## config.mk

```make
export PLATFORM = sky130hd
export DESIGN_NAME = fetch_queue
export DESIGN_NICKNAME = d
export VERILOG_FILES = /design/src/rtl/fetch_queue.sv
export SDC_FILE = /design/constraint.sdc
export NUM_CORES = 1
export LEC_CHECK = 0
export CORE_MARGIN = 8
export CORE_UTILIZATION = 51
export DETAILED_ROUTE_END_ITERATION = 8
export PLACE_DENSITY = 0.88
export SKIP_LAST_GASP = 1
export SYNTH_ARGS = -nofsm -noshare
export SYNTH_HDL_FRONTEND = slang
export SYNTH_SLANG_ARGS = --single-unit
```

## constraint.sdc

```tcl
create_clock -name clk -period 2.98 [get_ports clk]
set_clock_uncertainty 0.05 [all_clocks]
set_input_delay 0.596 -clock clk [delete_from_list [all_inputs] [get_ports clk]]
set_output_delay 0.596 -clock clk [all_outputs]
set_load 0.05 [all_outputs]
```

## src/rtl/fetch_queue.sv

```systemverilog
// Instruction fetch queue: issues word fetches, tags them with their PC,
// and buffers in-order responses for Decode, with redirect flush/drop.
module fetch_queue #(
   parameter int unsigned DATA_WIDTH = 32,
   parameter int unsigned DEPTH = 4,
   parameter logic [DATA_WIDTH-1:0] RESET_PC = '0
) (
   input  logic                  clk,
   input  logic                  rst,
   input  logic                  redirect_valid,
   input  logic [DATA_WIDTH-1:0] redirect_pc,
   input  logic                  stall_d,
   output logic                  mem_req,
   output logic [DATA_WIDTH-1:0] mem_addr,
   input  logic                  mem_gnt,
   input  logic                  mem_rvalid,
   input  logic [DATA_WIDTH-1:0] mem_rdata,
   output logic                  instr_valid,
   output logic [DATA_WIDTH-1:0] instr_out,
   output logic [DATA_WIDTH-1:0] pc_out,
   output logic [DATA_WIDTH-1:0] pcplus4_out
);

   localparam int unsigned PW = $clog2(DEPTH);
   localparam int unsigned CW = PW + 1;
   localparam logic [CW:0] DEPTH_C = (CW+1)'(DEPTH);

   typedef logic [DATA_WIDTH-1:0] word_t;

   word_t fetchPc;
   word_t instrMem [DEPTH];
   word_t pcMem [DEPTH];
   word_t tagMem [DEPTH];

   logic [PW-1:0] headPtr;
   logic [PW-1:0] tailPtr;
   logic [PW-1:0] tagWrPtr;
   logic [PW-1:0] tagRdPtr;

   logic [CW-1:0] count;
   logic [CW-1:0] outstanding;
   logic [CW-1:0] dropCnt;
   logic [CW:0]   credit;

   logic accept;
   logic rspValid;
   logic rspKeep;
   logic pop;

   // Outstanding includes to-be-dropped requests, so every live
   // response is guaranteed a free queue slot.
   assign credit = {1'b0, count} + {1'b0, outstanding};

   assign mem_req = rst && !redirect_valid
                 && (credit < DEPTH_C);
   assign mem_addr = fetchPc;
   assign accept = mem_req && mem_gnt;

   assign rspValid = mem_rvalid && (outstanding != '0);
   assign rspKeep = rspValid && !redirect_valid
                 && (dropCnt == '0);

   assign instr_valid = rst && (count != '0);
   assign pop = instr_valid && !stall_d && !redirect_valid;

   assign instr_out = instrMem[headPtr];
   assign pc_out = pcMem[headPtr];
   assign pcplus4_out = pcMem[headPtr] + DATA_WIDTH'(4);

   // Control state: fetch PC, pointers, occupancy and drop bookkeeping.
   always_ff @(posedge clk or negedge rst) begin
      if (!rst) begin
         fetchPc <= RESET_PC;
         headPtr <= '0;
         tailPtr <= '0;
         tagWrPtr <= '0;
         tagRdPtr <= '0;
         count <= '0;
         outstanding <= '0;
         dropCnt <= '0;
      end else begin
         if (accept) tagWrPtr <= tagWrPtr + PW'(1);
         if (rspValid) tagRdPtr <= tagRdPtr + PW'(1);
         outstanding <= outstanding + CW'(accept)
                      - CW'(rspValid);
         if (redirect_valid) begin
            fetchPc <= redirect_pc;
            dropCnt <= outstanding - CW'(rspValid);
            count <= '0;
            headPtr <= '0;
            tailPtr <= '0;
         end else begin
            if (accept) fetchPc <= fetchPc + DATA_WIDTH'(4);
            if (rspValid && (dropCnt != '0))
               dropCnt <= dropCnt - CW'(1);
            if (rspKeep) tailPtr <= tailPtr + PW'(1);
            if (pop) headPtr <= headPtr + PW'(1);
            count <= count + CW'(rspKeep) - CW'(pop);
         end
      end
   end

   // Storage: PC tags on grant, instruction/PC pairs on live response.
   always_ff @(posedge clk) begin
      if (accept) tagMem[tagWrPtr] <= fetchPc;
      if (rspKeep) begin
         instrMem[tailPtr] <= mem_rdata;
         pcMem[tailPtr] <= tagMem[tagRdPtr];
      end
   end

endmodule

```

# Yosys cells after proc, flatten, opt, wreduce, memory -nomap -nowiden
# Memory sizes are Yosys's and may differ from the RTL's.
# Cells that the tools add are included.
[op_classes] magnitude_cmp=1 muxes=13 reduce_logical=20 add_sub_neg=13
[op_table] cell="32-bit by 3-bit adder with 32-bit output, second input constant" n=2
[op_table] cell="32-bit 2-to-1 mux" n=2
[op_table] cell="1-bit logical AND" n=10
[op_table] cell="3-bit 2-to-1 mux" n=3
[op_table] cell="3-bit nonzero test" n=3
[op_table] cell="3-bit by 1-bit subtractor with 3-bit output" n=3
[op_table] cell="2-bit by 1-bit adder with 2-bit output, second input constant" n=4
[op_table] cell="2-bit 2-to-1 mux" n=4
[op_table] cell="2-bit nonzero test" n=4
[op_table] cell="3-bit by 1-bit adder with 3-bit output" n=2
[op_table] cell="3-bit by 3-bit adder with 4-bit output" n=1
[op_table] cell="4-bit by 3-bit < comparator with 1-bit output, second input constant" n=1
[op_table] cell="1-bit 2-to-1 mux" n=4
[op_table] cell="3-bit zero test" n=1
[op_table] cell="3-bit by 1-bit subtractor with 3-bit output, second input constant" n=1
[op_table] cell="1-bit zero test" n=2
[totals] inputBits=70 mem_bits_rw=384 register_bits=49 n_memories=3 wordCells=58
[mem_list] name="instrMem" depth=4 width=32 read_ports=1 rd_ports_with_merged_regs=0 write_ports=1 line="31" text="word_t instrMem [DEPTH];"
[mem_list] name="pcMem" depth=4 width=32 read_ports=1 rd_ports_with_merged_regs=0 write_ports=1 line="32" text="word_t pcMem [DEPTH];"
[mem_list] name="tagMem" depth=4 width=32 read_ports=1 rd_ports_with_merged_regs=0 write_ports=1 line="33" text="word_t tagMem [DEPTH];"

# Depth between registers and ports, before layout
[depth] word_depth=7 ltp_mapped=12 mapped_depth_nobuf=12

# Worst setup path before layout
# No wires, ideal clock.
[synth_timing] path_type="flip-flop to output port" startpoint="reg headPtr[0]" endpoint="out pcplus4_out[22]" required_time_ps=2334 arrival_ps=2878 n_path_buf=2 stages_incl_launch_ff=9 slack_ps=-544 cell_sequence="dfrtp_1 -> buf_6 -> buf_6 -> mux4_2 -> ha_1 -> nand3_2 -> nor4_4 -> nand4_1 -> xnor2_1"
[synth_via] elab_chain_cells=2
[synth_rtl] element="from (decl)" line="35" text="logic [PW-1:0] headPtr;"
[synth_rtl] element="from (signal assigned)" line="97" text="if (pop) headPtr <= headPtr + PW'(1);"
[synth_rtl] element="memory read 4 x 32 bit"
[synth_rtl] element="named net pc_out[2]" line="20" text="output logic [DATA_WIDTH-1:0] pc_out,"
[synth_rtl] element="32-bit by 3-bit adder with 32-bit output" line="68" text="assign pcplus4_out = pcMem[headPtr] + DATA_WIDTH'(4);"
[synth_rtl] element="to (decl)" line="21" text="output logic [DATA_WIDTH-1:0] pcplus4_out"
# The timed path passes the listed nets, and every way through them passes these cells.

# Worst setup path in the final report
[layout_timing] startpoint="reg headPtr[0]" endpoint="out pcplus4_out[14]"
[layout_via] elab_chain_cells=2
[layout_rtl] element="memory read 4 x 32 bit"
[layout_rtl] element="32-bit by 3-bit adder with 32-bit output" line="68"
# Every way passes these cells.

==> results.sh <==
export IMPL_cp_start_kind="flip-flop"
export IMPL_worst_slack_ps=-596.6
export IMPL_pre_cts_slack_ps=-116.7
export IMPL_holdBufCountCts=0
export IMPL_synth_area_leaders="edfxtp_1 (67%), mux4_2 (12%), dfrtp_1 (7.1%)"
export IMPL_boundaryPins=200
export IMPL_fp_dieArea_um2=40150
export IMPL_io_buffers=199
export IMPL_routed_via_count=9747
export IMPL_cts_num_sinks=433
export IMPL_diodes=0
export IMPL_drive_gt1_share_pct=34.55
export IMPL_clockBufferDepth=3
export IMPL_htree_num_levels=2
export IMPL_ys_seq_area_share_pct=73.59
export IMPL_peakVddDrop_v=0.0004588
export IMPL_outcome="complete, but fails checks"
export IMPL_drt_total_wl_mm=41.30
export IMPL_routabilityCongestion=0.8099
export IMPL_arrival_ps=2930
export IMPL_fmax_mhz=279.6
export IMPL_slew_viol_final=0
export IMPL_rsz0062_at_grt="yes"
export IMPL_hold_slack_ps=200.0
export IMPL_place_area_um2=21060
export IMPL_fillers=2063
export IMPL_fin_area_um2=22830
export IMPL_synth_cell_type_count=44
export IMPL_power_density_nw_per_um2=743.3
export IMPL_place_hpwl_mm=26.69
export IMPL_setup_viol_count_final=32
export IMPL_rows=67
export IMPL_initial_core_util_pct=51.70
export IMPL_drc=0
export IMPL_syn_num_nets=991
export IMPL_final_antenna_net_count=0
export IMPL_required_ps=2330
export IMPL_cts_buffers=42
export IMPL_area_delta_synth_final_pct=31.69
export IMPL_chipHeight_um=200.4
export IMPL_layout_common_cells="edfxtp_1 (384), buf_4 (143), clkdlybuf4s50_1 (99), mux4_2 (96), buf_12 (47)"
export IMPL_worst_slew_pin_slew_ps=1097
export IMPL_grtUsageTotal_pct=19.88
export IMPL_violations="setup timing"
export IMPL_die_x_um=200.4
export IMPL_end_kind="output port"
export IMPL_ys_seq_elements=433
export IMPL_routed_via_density=5.798
export IMPL_tns_ps=-12370
export IMPL_antenna_found_initial=0
export IMPL_wire_per_inst_um=24.57
export IMPL_cts_tree="yes"
export IMPL_grt_pass1_vias=10320
export IMPL_synthCells=899
export IMPL_nNetsFinal=1295
export IMPL_coreArea_um2=33530
export IMPL_regArea_um2=12760
export IMPL_multi_input_area_um2=4896
export IMPL_critical_path_class="reg2out"
export IMPL_synth_top_cell_area_share_pct=66.52
export IMPL_ys_warnings_count=0
export IMPL_fin_crit_ps=3577
export IMPL_synth_area_leader_cell="edfxtp_1"
export IMPL_grt_max_degree=65
export IMPL_drtIter0Drc=628
export IMPL_crit_fanout=4
export IMPL_min_path_type="in2async"
export IMPL_clk_latency_ps=530
export IMPL_drv_cap=0
export IMPL_min_period_over_period_pct=120.0
export IMPL_drt_first_pass_iters=4
export IMPL_syn_avg_cell_area_um2=19.28
export IMPL_leakage_nw=7.929
export IMPL_final_common_cell="edfxtp_1"
export IMPL_max_slew_margin_pct=26.60
export IMPL_grt_pass1_wl_mm=62.51
export IMPL_cts_root_buf="clkbuf_16"
export IMPL_overflow=0
export IMPL_path_clk_slew_ps=60
export IMPL_hold_viol=0
export IMPL_syn_area_um2=17340
logic make-up (layout without fill, tap and decap cells):
kind of cell / count (synthesis) / after routing / share of synthesized area, %
flip-flops: 433 / 433 / 73.59
AND/OR/NAND/NOR: 167 / 167 / 5.327
multiplexers: 99 / 99 / 12.66
AO/OA/AOI/OAI: 67 / 67 / 2.613
buffers and inverters: 63 / 397 / 1.711
XOR/XNOR: 48 / 48 / 2.425
adder cells (fa/ha/maj): 22 / 22 / 1.674
worst paths after layout:
path / from / endpoint / slack, ps / cells past startpoint
max in group asynchronous: rst / headPtr[0]$_DFFE_PN0P_ / 2180 / 2
min in group clk: dropCnt[1]$_DFFE_PN0P_ / dropCnt[1]$_DFFE_PN0P_ / 500 / 2
hold / removal: rst / mem_addr[13]$_DFFE_PN0P_ / 200 / 2
setup reg to reg: count[1]$_DFF_PN0_ / mem_addr[18]$_DFFE_PN0P_ / 350 / 7
hold reg to reg: dropCnt[1]$_DFFE_PN0P_ / dropCnt[1]$_DFFE_PN0P_ / 500 / 2
setup / recovery: headPtr[0]$_DFFE_PN0P_ / pcplus4_out[14] / -600 / 10
state kept, by name (all words and copies together), names as in the netlist:
signal       flops
tagWrPtr         2
tailPtr          2
pcMem          128
mem_addr        32
headPtr          2
tagRdPtr         2
instrMem       128
dropCnt          3
count            3
outstanding      3
tagMem         128
layer usage:
| metal | up-vias | share of wire (%) | GRT usage (%) |
|---|---|---|---|
| met5 | - | 0 | 0 |
| met4 | 0 | 0.95 | 3.417 |
| met3 | 33 | 7.3 | 4.777 |
| met2 | 416 | 51 | 33.84 |
| met1 | 5072 | 41 | 26.18 |
| li1 | 4226 | - | - |
final cells by class:
class / instances / area share (%)
well taps: 448 / 2.455
repair buffers: 301 / 13.93
clock inverters: 25 / 1.085
flip-flops and latches: 433 / 55.91
multi-input cells: 403 / 21.45
inverters: 22 / 0.3617
clock buffers: 49 / 4.812
report_power, final:
part | leakage [nW] | internal [mW] | total, mW | switching (mW)
Sequential | 4.06 | 7.26 | 7.63 | 0.374
Combinational | 3.21 | 1.77 | 4.14 | 2.37
Clock | 0.658 | 3.07 | 5.20 | 2.13
Total | 7.93 | 12.1 | 17.0 | 4.88
cells in the mapped netlist (all sizes together):
cell type	n
edfxtp	384
mux4	96
dfrtp	49
nand2	48
xnor2	31
nand3	27
o21ai	24
buf	22
inv	22
nor2	21
ha	20
clkbuf	19
nand4	19
and3	18
xor2	17
nor3	10
a21oi	8
a221o	8
and2	8
o211ai	8
and4	6
o311ai	6
a21o	5
nor4	4
a41oi	3
o31ai	3
fa	2
mux2	2
or2	2
a22oi	1
a31oi	1
mux2i	1
nor2b	1
nor4b	1
or3b	1
or4	1
worst max-delay path, cell delays in order, from the launching register on:
cell and delay (ps):
dfrtp_4 500, buf_6 150, mux4_2 340, buf_4 120
ha_4 140, nand3_4 90, buf_6 150, or2_4 270
nor3_4 290, xor2_4 190, buf_12 150
timing repair:
action / CTS / global route
pin swaps: 24 / 18
setup buffers: 8 / 10
resized for setup: 25 / 18
gates cloned: 0 / 2
endpoints found under the setup margin: 67 / 62
per-stage QoR:
stage | utilization (%) | instances | total power, mW
5_1_grt | 68.08 | 1681 | 17.57
6_report | 68.08 | 1681 | 16.97
3_3_place_gp | 62.82 | 1587 | 11.60
4_1_cts | 67.41 | 1669 | 17.02
2_1_floorplan | - | 899 | 10.21
3_5_place_dp | 62.82 | 1587 | 11.75
No activity file was read; power rests on OpenSTA's default activity.
